<file path="config.mk">
export PLATFORM = sky130hd
export DESIGN_NAME = ufm_page_arbiter
export DESIGN_NICKNAME = d
export VERILOG_FILES = /design/src/rtl/ufm_page_arbiter.sv
export SDC_FILE = /design/constraint.sdc
export NUM_CORES = 1
export LEC_CHECK = 0
export CAP_MARGIN = 20
export CORE_MARGIN = 1.5
export CORE_UTILIZATION = 32
export DETAILED_ROUTE_END_ITERATION = 8
export GPL_TIMING_DRIVEN = 1
export SLEW_MARGIN = 5
export SYNTH_ARGS = -nofsm -noshare
export SYNTH_HDL_FRONTEND = slang
export SYNTH_SLANG_ARGS = --single-unit
</file>
<file path="constraint.sdc">
create_clock -name clk -period 2 [get_ports clk]
set_clock_uncertainty 0.1 [all_clocks]
set_input_delay 0.4 -clock clk [delete_from_list [all_inputs] [get_ports clk]]
set_output_delay 0.4 -clock clk [all_outputs]
set_load 0.1 [all_outputs]
</file>
<file path="src/rtl/ufm_page_arbiter.sv">
// ufm_page_arbiter
//   Round-robin arbiter that shares a single UFM page reader between two
//   requesters. The winner's page address is latched at grant. The arbiter
//   pulses rd_start, forwards PAGE_BYTES bytes to the winner, and then pulses
//   done for that requester. A watchdog aborts the page (err with done) if the
//   reader goes quiet for TIMEOUT unstalled cycles.
//
// Ports
//   clk, rst              clock, asynchronous active-high reset
//   req0/1, addr0/1       page-read request (level) and page address
//   stall0/1              requester back-pressure, forwarded as rd_stall
//   gnt0/1                registered grant, held from START through DONE
//   data, data_stb0/1     byte from the reader, strobed to the granted side
//   done0/1, err          end-of-page pulse; err marks an aborted page
//   rd_start, rd_addr     reader start pulse and page address
//   rd_stall              stall to the reader
//   rd_data, rd_data_stb  reader byte and byte valid
//   rd_ready              reader idle
module ufm_page_arbiter #(
  parameter int unsigned PAGE_BYTES = 16,
  parameter int unsigned ADDR_W     = 11,
  parameter int unsigned TIMEOUT    = 1024
) (
  input  logic              clk,
  input  logic              rst,
  input  logic              req0,
  input  logic              req1,
  input  logic [ADDR_W-1:0] addr0,
  input  logic [ADDR_W-1:0] addr1,
  input  logic              stall0,
  input  logic              stall1,
  output logic              gnt0,
  output logic              gnt1,
  output logic [7:0]        data,
  output logic              data_stb0,
  output logic              data_stb1,
  output logic              done0,
  output logic              done1,
  output logic              err,
  output logic              rd_start,
  output logic [ADDR_W-1:0] rd_addr,
  output logic              rd_stall,
  input  logic [7:0]        rd_data,
  input  logic              rd_data_stb,
  input  logic              rd_ready
);

  localparam int unsigned CNT_W = $clog2(PAGE_BYTES + 1);
  localparam int unsigned WD_W  = $clog2(TIMEOUT + 1);
  localparam logic [CNT_W-1:0] LAST_BYTE = CNT_W'(PAGE_BYTES - 1);
  localparam logic [WD_W-1:0]  WD_LAST   = WD_W'(TIMEOUT - 1);

  typedef enum logic [1:0] {IDLE, START, XFER, DONE} state_t;

  state_t            state, state_nxt;
  logic [CNT_W-1:0]  byte_cnt, byte_cnt_nxt;
  logic [WD_W-1:0]   wd_cnt, wd_cnt_nxt;
  logic              abort, abort_nxt;
  logic              last_gnt1, last_gnt1_nxt;
  logic              gnt0_nxt, gnt1_nxt;
  logic [ADDR_W-1:0] rd_addr_nxt;
  logic              pick1;
  logic              xfer_stb;

  // last_gnt1=1 means requester 1 was served last, so requester 0 wins a tie.
  assign pick1    = req1 & (~req0 | ~last_gnt1);
  assign xfer_stb = (state == XFER) & rd_data_stb;

  assign data      = rd_data;
  assign data_stb0 = xfer_stb & gnt0;
  assign data_stb1 = xfer_stb & gnt1;
  assign rd_start  = (state == START);
  assign done0     = (state == DONE) & gnt0;
  assign done1     = (state == DONE) & gnt1;
  assign err       = (state == DONE) & abort;
  assign rd_stall  = ((state == START) | (state == XFER)) &
                     ((gnt0 & stall0) | (gnt1 & stall1));

  always_comb begin
    state_nxt     = state;
    byte_cnt_nxt  = byte_cnt;
    wd_cnt_nxt    = wd_cnt;
    abort_nxt     = abort;
    last_gnt1_nxt = last_gnt1;
    gnt0_nxt      = gnt0;
    gnt1_nxt      = gnt1;
    rd_addr_nxt   = rd_addr;
    case (state)
      IDLE: begin
        if (rd_ready && (req0 || req1)) begin
          gnt0_nxt    = ~pick1;
          gnt1_nxt    = pick1;
          rd_addr_nxt = pick1 ? addr1 : addr0;
          state_nxt   = START;
        end
      end
      START: begin
        byte_cnt_nxt = '0;
        wd_cnt_nxt   = '0;
        state_nxt    = XFER;
      end
      XFER: begin
        if (rd_data_stb) begin
          byte_cnt_nxt = byte_cnt + 1'b1;
          wd_cnt_nxt   = '0;
          if (byte_cnt == LAST_BYTE) state_nxt = DONE;
        end else if (!rd_stall) begin
          // The increment that would bring the watchdog to TIMEOUT ends the page.
          wd_cnt_nxt = wd_cnt + 1'b1;
          if (wd_cnt == WD_LAST) begin
            abort_nxt = 1'b1;
            state_nxt = DONE;
          end
        end
      end
      DONE: begin
        last_gnt1_nxt = gnt1;
        gnt0_nxt      = 1'b0;
        gnt1_nxt      = 1'b0;
        abort_nxt     = 1'b0;
        state_nxt     = IDLE;
      end
      default: state_nxt = IDLE;
    endcase
  end

  always_ff @(posedge clk or posedge rst) begin
    if (rst) begin
      state     <= IDLE;
      byte_cnt  <= '0;
      wd_cnt    <= '0;
      abort     <= 1'b0;
      last_gnt1 <= 1'b1;
      gnt0      <= 1'b0;
      gnt1      <= 1'b0;
      rd_addr   <= '0;
    end else begin
      state     <= state_nxt;
      byte_cnt  <= byte_cnt_nxt;
      wd_cnt    <= wd_cnt_nxt;
      abort     <= abort_nxt;
      last_gnt1 <= last_gnt1_nxt;
      gnt0      <= gnt0_nxt;
      gnt1      <= gnt1_nxt;
      rd_addr   <= rd_addr_nxt;
    end
  end

endmodule

</file>
# Word level (Yosys, flattened, before mapping)

Cells that the tools add are included.
W data, S select, Z words.

Add/subtract/negate cells: 2
Equal/unequal tests: 13
Multiplexer cells: 20
Bitwise operators: 16
Reductions and logical operators: 12

Operators with widths:

| operator                | count |
|---|---|
| $mux W11                | 3 |
| $pmux W11 S2            | 1 |
| $add A11 B1 Y11 const B | 1 |
| $eq A11 B10 Y1 const B  | 1 |
| $and A1 B1 Y1           | 10 |
| $mux W2                 | 5 |
| $pmux W5 S2             | 1 |
| $ne A2 B2 Y1 const B    | 4 |
| $pmux W2 S4             | 1 |
| $reduce_and A2 Y1       | 4 |
| $reduce_and A4 Y1       | 2 |
| $ne A3 B2 Y1 const B    | 2 |
| $pmux W1 S2             | 3 |
| $reduce_bool A2 Y1      | 3 |
| $add A5 B1 Y5 const B   | 1 |
| $eq A5 B4 Y1 const B    | 1 |
| $mux W1                 | 5 |
| $mux W5                 | 1 |
| $eq A2 B2 Y1 const B    | 2 |
| $ne A3 B3 Y1 const B    | 1 |
| $not A1 Y1              | 3 |
| $or A1 B1 Y1            | 3 |
| $eq A2 B1 Y1 const B    | 1 |
| $logic_not A2 Y1        | 1 |
| 3 further kinds         | 3 |

Register bits: 33
Input port bits: 38
Output and inout bits: 28

# Logic depth before layout (Yosys ltp)

Depth after elaboration: 6
Mapped depth: 7
Gate-level depth less buffers: 6

# Worst setup path before layout

Ideal clock, no wire load.

Kind: reg-to-reg
Start point: register state[1]
End point: register wd_cnt[8]
Setup time: 0.080 ns
Data arrival time: 2.545 ns
Required time: 1.820 ns
Setup slack: -0.725 ns
Stages on the path, launching flop included: 8
Period minus slack after synthesis: 2.725 ns
Path through: dfrtp_1 > inv_1 > ha_1 > clkbuf_1 > o21ai_0 > a2111o_1 > or3_1 > a21oi_1

Cells in the longest elaborated chain, start to end: 5
Elaborated cells on any way between the ends: 8
Those cells by class: eq/ne (3); mux (1); bitwise (2); reduce/logical (2)

RTL lines:

| element                     | line | source |
|---|---|---|
| from (decl)                 | 55   | `state_t state, state_nxt;` |
| from (signal assigned)      | 138  | `state <= state_nxt;` |
| $eq A2 B1 Y1 *              | n/a  |  |
| named net rd_start          | 40   | `output logic rd_start,` |
| $or A1 B1 Y1                | 76   | `assign rd_stall = ((state == START) \| (state == XFER)) &` |
| $and A1 B1 Y1               | 76   |  |
| $ne A3 B3 Y1 (no line)      | n/a  |  |
| $reduce_and A2 Y1 (no line) | n/a  |  |
| to (signal assigned)        | 140  | `wd_cnt <= wd_cnt_nxt;` |
| to (decl)                   | 57   | `logic [WD_W-1:0] wd_cnt, wd_cnt_nxt;` |

Mark *: on every way through the listed nets, which the timed path passes. The rest lies on a longest branch.
A chain may end at the register's enable or synchronous reset.

# Final worst setup path

Start point: register state[0]
End point: output rd_stall

Cells in the longest elaborated chain, start to end: 3
Elaborated cells on any way between the ends: 4
Those cells by class: eq/ne (2); bitwise (2)

RTL lines:

| element                                             | line | source |
|---|---|---|
| $eq A2 B1 Y1 / $eq A2 B2 Y1 (equally long branches) | 76   |  |
| $or A1 B1 Y1 *                                      | 76   |  |
| $and A1 B1 Y1 *                                     | 76   |  |
| to (decl)                                           | 42   | `output logic rd_stall,` |

Mark *: on every way between the ends. The rest lies on a longest branch, timed or not.

==> out/metrics.cfg <==
[run_status]
status=completed

[synth]
synth_top_cells_by_area=dfrtp_1 (42%), mux2i_1 (6.3%), ha_1 (5.2%), o21ai_0 (5.2%), nand2_1 (5.1%)
ys_ff_latch=33
synthCells=201
yosysSeqAreaShare_pct=43.3
synth_largest_area_cell=dfrtp_1
ys_types=46
synth_edf_count=0
ys.flop_type=dfrtp_1
avgSynthCellArea_sq_um=9.51
ys_warn_count=0
syn-num-nets=247
synth_top_area_share_pct=41.9
async_reset_ff_share_pct=100
syn-cell-area_sq_um=1910

[clock_network]
cts_root_buf=clkbuf_8
clock_path_buffers=2
insertion_delay_ns=0.29
cts_tree=built
cts_sinks=33
hold_buffers=0
h-tree-depth=2
cts_buffers=5
path_clk_slew_ns=0.07

[placed_design]
place_congestion=0.740
dp_hpwl_um=3410
io_buffer_count=49
place_area_sq_um=2850

[route]
drt-initial-drc-count=37
first_pass_iters=4
vias_per_cell=4.78
ant_nets=0
drt_wl_total_um=4730
vias=1684
avgRoutedWirePerCell_um=13.4
remaining_drc_errors=0

[sta]
fin_crit_ns=1.98
finalHoldViolations=0
worst_pin_slew_ns=0.614
slew_violations=0
fmax_mhz=504
finalCritPeriodShare_pct=99.2
rsz0062_at_grt=true
setup_viol=0
slew_headroom_pct=59.0

[power_and_ir_drop]
peakVddDrop_mv=0.949
leakagePower_nw=1.36
p_per_area_nw_per_um2=1580

[finish]
multi_input_area_sq_um=1050
diodes=0
design_area_sq_um=3120
utilization_pct=55.2
syn2layout_area_growth_pct=63.1
regArea_sq_um=835
fillers=474
nNetsFinal=326
most-common-layout-cells=buf_4 (36), dfrtp_1 (30), clkdlybuf4s50_1 (27)
drive_gt1_share_pct=32.1
layout_commonest_cell=buf_4

[grt]
grt_use_total_pct=16.4
grt_pass1_wl_um=8080
grt_pass1_vias=1714
grt_overflow=0
antenna_found_initial=0
grt_max_degree=34

[worst_setup_path]
slowest_stage=dfrtp_1
critPathMaxStageDelay_ns=0.39
cp_max_fo=6
path_depth=6
cp.required_ns=1.50
critical-path-top-delay-family=buffers and inverters
critPathBufInv=4
critPathLaunchType=register
crit_chain=inv_2 -> ha_4 -> buf_6 -> nand2_4 -> clkinvlp_4 -> buf_12
reg2regPathDepth=5
path_class=reg -> out
worst_ep_arrival_time_ns=1.48
crit_path_end_kind=primary output

[hold_path]
hold_path_class=in -> async

[floorplan]
die_h_um=80.3
rows=27
die_w_um=80.3
start_util_pct=33.9
die_area_sq_um=6440
ios=66
coreArea_sq_um=5640

[run]
maxCapViolations=0

## state kept, by name, summed over array words and instances, names as in the netlist
signal,cells
gnt1,1
abort,1
state,2
byte_cnt,5
rd_addr,11
gnt0,1
last_gnt1,1
wd_cnt,11
## what timing repair did
action                     CTS  global route
buffers inserted             7             6
gates resized for setup     11             8
pin swaps                    4             4
setup endpoints to repair    4            12
cloned                       0             0
## cells by family (layout without fill, tap and decap cells)
kind of cell             after synthesis  after routing  synth area share [%]
buffers and inverters                 28            107                  7.60
multiplexers                          14             14                  7.47
AND/OR/NAND/NOR                       59             59                  14.9
adder cells (fa/ha/maj)                8              8                  5.24
AO/OA/AOI/OAI                         49             49                  16.9
flip-flops                            33             33                  43.3
XOR/XNOR                              10             10                  4.58
## final cells by class
class	count	share of cell area [%]
multi-input cells	140	33.8
repair buffers	89	32.3
flip-flops and latches	33	26.8
well taps	72	2.89
clock buffers	7	2.77
inverters	11	1.45
## power by group
group | switching [W] | internal [W]
sequential | 0.000189 | 0.000886
clock | 0.000241 | 0.000273
combinational | 0.00193 | 0.00141
## Yosys cell counts (6+ instances only)
master	n
a21oi_1	6
buf_4	8
clkbuf_1	6
dfrtp_1	32
ha_1	8
inv_1	11
mux2i_1	12
nand2_1	26
nand2b_1	7
nor2_1	9
o21ai_0	20
xnor2_1	9
## stage by stage
step	hold WS [ns]	cells	total power [W]	setup WS [ns]	TNS, ns
after global routing	0.382	352	0.00521	-0.0507	-0.141
after floorplan	0.385	201	0.00299	-0.0494	-0.157
after global placement	0.405	333	0.00401	-0.193	-1.20
final	0.348	352	0.00493	0.0160	0
after CTS	0.354	346	0.00477	0.00101	0
after detailed placement	0.415	333	0.00405	-0.283	-1.34
## final timing paths
path,startpoint,slack [ns],to
setup / recovery,state[0]$_DFFE_PP0P_,0.02,rd_stall
hold / removal,rst,0.35,rd_addr[6]$_DFFE_PP0P_
setup reg to reg,gnt0$_DFFE_PP0P_,0.04,wd_cnt[8]$_DFFE_PP0P_
hold reg to reg,wd_cnt[0]$_DFFE_PP0P_,0.42,wd_cnt[0]$_DFFE_PP0P_
max in group asynchronous,rst,1.20,last_gnt1$_DFFE_PP1P_
min in group clk,wd_cnt[0]$_DFFE_PP0P_,0.42,wd_cnt[0]$_DFFE_PP0P_
## worst min-delay path: cells and delay by family
| kind | cells | cell delay [ns] |
|---|---|---|
| buf+inv | 3 | 0.70 |
## layer usage
layer	vias up	wire [um]	track usage [%]
met2	23	2420	26.8
met1	799	2070	20.1
met4	0	91	7.41
li1	855	-	-
met3	7	144	4.20
met5	-	0	0
Note: power is estimated with default switching activity, not from simulation.
